[src/rtl/dmem_port_arbiter.sv]
// Shares the DMEM read/write port pair between the MEM stage (priority) and a DMA/debug requester.
// Build option: define DMEM_ARB_FAIRNESS_EN for the starvation counter and one-cycle forced DMA grant.
module dmem_port_arbiter #(
   parameter int DMEM_ADDR_WIDTH = 12,
   parameter int DMEM_WORD_WIDTH = 16,
   parameter int STARVE_LIMIT    = 8,
   parameter int CNT_WIDTH       = 4
) (
   input  logic                       clock,
   input  logic                       reset,
   input  logic                       cpu_rd_en,
   input  logic                       cpu_wr_en,
   input  logic [DMEM_ADDR_WIDTH-1:0] cpu_rd_addr,
   input  logic [DMEM_ADDR_WIDTH-1:0] cpu_wr_addr,
   input  logic [DMEM_WORD_WIDTH-1:0] cpu_wr_word,
   output logic                       cpu_stall,
   input  logic                       dma_req_valid,
   output logic                       dma_req_ready,
   input  logic                       dma_req_we,
   input  logic [DMEM_ADDR_WIDTH-1:0] dma_req_addr,
   input  logic [DMEM_WORD_WIDTH-1:0] dma_req_wdata,
   output logic                       dma_rsp_valid,
   output logic [DMEM_WORD_WIDTH-1:0] dma_rsp_data,
   output logic [DMEM_ADDR_WIDTH-1:0] dmem_rd_addr,
   output logic [DMEM_ADDR_WIDTH-1:0] dmem_wr_addr,
   output logic [DMEM_WORD_WIDTH-1:0] dmem_wr_word,
   output logic                       dmem_write_en,
   input  logic [DMEM_WORD_WIDTH-1:0] dmem_rd_word
);

   if (STARVE_LIMIT < 1 || STARVE_LIMIT > (2 ** CNT_WIDTH) - 1) begin : g_cfg_check
      $error("dmem_port_arbiter: CNT_WIDTH cannot hold STARVE_LIMIT");
   end

   logic                       cpu_act_s;
   logic                       force_s;
   logic                       grant_s;
   logic                       stall_s;
   logic                       rsp_pending_r;
   logic [DMEM_WORD_WIDTH-1:0] rsp_hold_r;

   assign cpu_act_s = cpu_rd_en | cpu_wr_en;

`ifdef DMEM_ARB_FAIRNESS_EN
   logic [CNT_WIDTH-1:0] starve_cnt_r;
   logic                 at_limit_s;

   assign at_limit_s = (starve_cnt_r == CNT_WIDTH'(STARVE_LIMIT));
   assign force_s    = at_limit_s & dma_req_valid;

   // Counts consecutive cycles a waiting DMA request loses to the CPU; saturates at the limit.
   always_ff @(posedge clock or posedge reset) begin
      if (reset) begin
         starve_cnt_r <= {CNT_WIDTH{1'b0}};
      end else if (grant_s) begin
         starve_cnt_r <= {CNT_WIDTH{1'b0}};
      end else if (dma_req_valid & cpu_act_s) begin
         if (at_limit_s) begin
            starve_cnt_r <= starve_cnt_r;
         end else begin
            starve_cnt_r <= starve_cnt_r + CNT_WIDTH'(1);
         end
      end else if (!dma_req_valid) begin
         starve_cnt_r <= {CNT_WIDTH{1'b0}};
      end else begin
         starve_cnt_r <= starve_cnt_r;
      end
   end
`else
   assign force_s = 1'b0;
`endif

   assign grant_s       = dma_req_valid & (~cpu_act_s | force_s);
   assign stall_s       = force_s & cpu_act_s;
   assign dma_req_ready = grant_s;
   assign cpu_stall     = stall_s;

   // Port mux: a granted DMA request owns both addresses; otherwise the CPU inputs pass through.
   always_comb begin
      dmem_rd_addr  = cpu_rd_addr;
      dmem_wr_addr  = cpu_wr_addr;
      dmem_wr_word  = cpu_wr_word;
      dmem_write_en = 1'b0;
      if (grant_s) begin
         dmem_rd_addr  = dma_req_addr;
         dmem_wr_addr  = dma_req_addr;
         dmem_wr_word  = dma_req_wdata;
         dmem_write_en = dma_req_we;
      end else begin
         dmem_write_en = cpu_wr_en & ~stall_s;
      end
   end

   // DMEM returns read data one cycle after the address, so a granted DMA read answers next cycle.
   always_ff @(posedge clock or posedge reset) begin
      if (reset) begin
         rsp_pending_r <= 1'b0;
         rsp_hold_r    <= {DMEM_WORD_WIDTH{1'b0}};
      end else begin
         rsp_pending_r <= grant_s & ~dma_req_we;
         if (rsp_pending_r) begin
            rsp_hold_r <= dmem_rd_word;
         end else begin
            rsp_hold_r <= rsp_hold_r;
         end
      end
   end

   assign dma_rsp_valid = rsp_pending_r;
   assign dma_rsp_data  = rsp_pending_r ? dmem_rd_word : rsp_hold_r;

endmodule

[config.mk]
export PLATFORM = sky130hd
export DESIGN_NAME = dmem_port_arbiter
export DESIGN_NICKNAME = d
export VERILOG_FILES = /design/src/rtl/dmem_port_arbiter.sv
export SDC_FILE = /design/constraint.sdc
export NUM_CORES = 1
export LEC_CHECK = 0
export CORE_UTILIZATION = 27
export CTS_BUF_LIST = sky130_fd_sc_hd__clkbuf_16
export DETAILED_ROUTE_END_ITERATION = 7
export GPL_ROUTABILITY_DRIVEN = 0
export GPL_TIMING_DRIVEN = 0
export PLACE_DENSITY = 0.85
export SLEW_MARGIN = 20
export SYNTH_ARGS = -nofsm -noshare
export SYNTH_HDL_FRONTEND = slang
export SYNTH_SLANG_ARGS = --single-unit
[constraint.sdc]
create_clock -name clock -period 2.9 [get_ports clock]
set_clock_uncertainty 0.05 [all_clocks]
set_input_delay 0.58 -clock clock [delete_from_list [all_inputs] [get_ports clock]]
set_output_delay 0.58 -clock clock [all_outputs]
set_load 0.05 [all_outputs]
After elaboration in Yosys (flattened, before gate mapping)
Cells that the tools add are included.
{"block": "word_totals", "ff_bits": 17, "latchBits": 0, "ramBits": 0, "romBits": 0, "in_bits": 90, "elab_cells": 12, "mem_count": 0}
{"block": "op_classes", "n_addsub": 0, "mul": 0, "div_mod_pow": 0, "order_cmp": 0, "n_eq_ne": 0, "shifts": 0, "n_mux": 5, "bitwise_logic": 5, "reduce_logical": 0}
{"op": "$mux 16", "n": 2}
{"op": "$mux 12", "n": 2}
{"op": "$and 1x1->1", "n": 2}
{"op": "$not 1->1", "n": 2}
{"op": "$mux 1", "n": 1}
{"op": "$or 1x1->1", "n": 1}

Depth between registers and ports, before layout
{"block": "depth", "ltp_word": 4, "mapped_depth": 3, "mapped_depth_nobuf": 2}

Worst setup path after synthesis
OpenSTA, ideal clock, no wires.
{"block": "synth_path", "path_type": "input port to output port", "from": "input port cpu_wr_en", "to": "output port dmem_wr_word[10]", "arrival_time_ns": 1.636, "required_time_ns": 2.270, "slack_ns": 0.634, "stages": 3, "path_buffers": 1, "path_cell_list": "nor3b_4 > buf_6 > mux2_2"}
{"block": "synth_via", "elab_chain_len": 4}
{"item": "start, declared", "line": "12", "rtl": "input logic cpu_wr_en,"}
{"item": "$or 1x1->1", "line": "42", "rtl": "assign cpu_act_s = cpu_rd_en | cpu_wr_en;"}
{"item": "$not 1->1", "line": "73", "rtl": "assign grant_s = dma_req_valid & (~cpu_act_s | force_s);"}
{"item": "$and 1x1->1", "line": "73"}
{"item": "named net dma_req_ready", "line": "18", "rtl": "output logic dma_req_ready,"}
{"item": "$mux 16", "line": "84", "rtl": "if (grant_s) begin"}
{"item": "end, declared", "line": "26", "rtl": "output logic [DMEM_WORD_WIDTH-1:0] dmem_wr_word,"}
The timed path passes the listed nets, and every way through them passes these cells.

Worst setup path after layout
{"block": "layout_path", "from": "input port dma_req_valid", "to": "output port dmem_wr_addr[10]"}
{"block": "layout_via", "elab_chain_len": 2}
{"item": "start, declared", "line": "17", "rtl": "input logic dma_req_valid,"}
{"item": "$and 1x1->1", "line": "73"}
{"item": "$mux 12", "line": "84"}
{"item": "end, declared", "line": "25", "rtl": "output logic [DMEM_ADDR_WIDTH-1:0] dmem_wr_addr,"}
Every way passes these cells.

==> qor.yml <==
grt_max_degree: 18
drt_iter0_drc: 25
dp.cells: 284
fmax_mhz: 353
antenna_found_initial: 0
core_area_um2: 4060
ys_types: 11
syn_inst: 86
yosys_register_bits: 17
cp.required_ns: 2.27
drc_errors: 0
cts.path.max_buffers: 2
finalSetupTns_ns: 0
r2r-start: "dma_rsp_valid"
yosys-top-cells-area: "mux2_2 (51%), dfrtp_1 (37%), buf_6 (3.9%), mux2_1 (2.9%), nor3b_4 (1.6%)"
rr_worst_depth: 3
reg2reg_to: "rsp_hold_r[14]"
mostFrequentLayoutCells: "clkdlybuf4s50_1 (107), mux2_2 (53), buf_2 (40)"
synth.area.mux_share: 0.542
vias_per_cell: 4.40
first_global_vias: 1409
power_density_nw_per_um2: 498
synth_compound_area_frac: 0.00753
crit_path_top_delay_cell: "clkdlybuf4s50_1"
synth_area_um2: 1160
status: "completed"
wire_per_inst_um: 15.6
num-nets-final: 332
gr-total-overflow: 0
area_growth_pct: 125
hold_path.class: "reg2reg"
tritoncts: "built"
netlist.area_leader.share: 0.513
synth_area_leader_cell: "mux2_2"
p_leak_nw: 1.12
dpl.hpwl_um: 3930
timing.final.crit_share: 0.976
post-route-util: 0.644
crit_fanout: 10
peakVddDrop_uv: 181
rsz0062_at_grt: "no"
wirelength_um: 4530
slew_headroom: 0.568
die_w_um: 67.7
clock_latency_ns: 0.24
hold_start: "rsp_hold_r[0]"
worstMarginPinSlew_ns: 0.647
yosys.area_share.simple: 0.0215
cp-end-kind: "output pin"
ios: 150
slowest_delay_ns: 0.50
io_buffer_count: 148
cts_made_buffers: 3
worstPathArrival_ns: 2.20
hold_violations: 0
syn_avg_cell_area_um2: 13.5
synth_nets: 176
rows: 23
r2r_setup_slack_ns: 1.54
startpoint_type: "primary input"
slew_violations: 0
synth_top_family_by_area: "multiplexers"
cts.reportedPaths.clkPinSlew_ns: 0.05
layout_commonest_cell: "clkdlybuf4s50_1"
grt_use_total: 0.195
die_h_um: 67.7
cts_sinks: 17
drive_above_1_share: 0.448
stdcell_count: 291
yosys_warnings: 0
cp_cell_sequence: "clkdlybuf4s50_1, nor3b_4, buf_4, buf_6, mux2_2, buf_2"
yosysSeqAreaShare: 0.366
path_class: "in2out"
grt_pass1_wl_um: 6580
htree_levels: 1
synth_adder_area_share: 0
holdWs_ns: 0.445
hold_buffers: 0
hold_end: "rsp_hold_r[0]"
setup_viol: 0
num_vias: 1281
min_path_cells: 1
diodes: 0
synth_xor_area_frac: 0
dieArea_um2: 4580
drv_cap: 0
drt_pre_antenna_iters: 4
drtAntennaViolNets: 0
clockRootBuffer: "clkbuf_16"
layout_min_cycle_time_ns: 2.83
initial_core_util: 0.287
==> worst max-delay path by stage <==
stage / startpoint / endpoint / slack [ns]
finish: dma_req_valid / dmem_wr_addr[10] / 0.07
global route: dma_req_valid / dmem_wr_addr[0] / 0.01
CTS: dma_req_valid / dmem_wr_addr[6] / -0.14
detailed placement: dma_req_valid / dmem_wr_addr[6] / -0.46
global placement: dma_req_valid / dmem_wr_addr[6] / -0.45
floorplan: cpu_wr_en / dmem_wr_word[10] / 0.63
==> power breakdown <==
group	internal, mW	leakage, nW	switching [mW]
clock	0.184	0.0409	0.0852
sequential	0.286	0.206	0.0114
combinational	0.295	0.873	0.440
==> worst max-delay path, delay by kind of cell <==
| family | cells | cell delay [ns] |
|---|---|---|
| mux | 1 | 0.34 |
| buf+inv | 4 | 1.04 |
| simple gates | 1 | 0.23 |
==> stage by stage <==
stage / setup slack (ns) / cell area [µm²] / total power [mW]
CTS: -0.135 / 2660 / 1.32
global placement: -0.453 / 2710 / 1.07
detailed placement: -0.455 / 2710 / 1.08
floorplan: 0.634 / 1160 / 0.763
global route: 0.0146 / 2610 / 1.36
finish: 0.0696 / 2610 / 1.30
==> cell type report <==
cell class,count,area [µm²]
Fill cell,349,1450
Timing Repair Buffer,151,1310
Multi-Input combinational cell,60,668
Sequential cell,17,425
Clock buffer,3,75.1
Buffer,7,62.6
Tap cell,50,62.6
Inverter,2,7.51
Clock inverter,1,5.00
==> kinds of logic (layout without fill, tap and decap cells) <==
kind of cell	count (synthesis)	after routing
muxes	56	56
AOI/OAI and AO/OA	1	1
buffers and inverters	9	164
other	1	1
and+or+nand+nor	2	2
DFF	17	17
==> cells in the mapped netlist <==
cell      n
mux2_2   53
buf_2     2
conb_1    1
nor2b_1   1
nor3b_4   1
buf_6     4
buf_4     1
a31o_2    1
mux2_1    3
inv_1     2
dfrtp_1  17
==> registers in the layout (all words and copies together) (netlist names) <==
register	flops
dma_rsp_valid	1
rsp_hold_r	16
==> layer usage <==
layer,track usage,up-vias,part of all wire
li1,-,618,-
met1,0.169,580,0.31
met2,0.373,79,0.52
met3,0.118,4,0.16
met4,0.0426,0,0.0060
met5,0,-,0
==> timing repair <==
action,CTS,global route
setup buffers,2,1
resized for setup,173,21
endpoints found under the setup margin,41,15
Power figures use the tool's default switching activity.
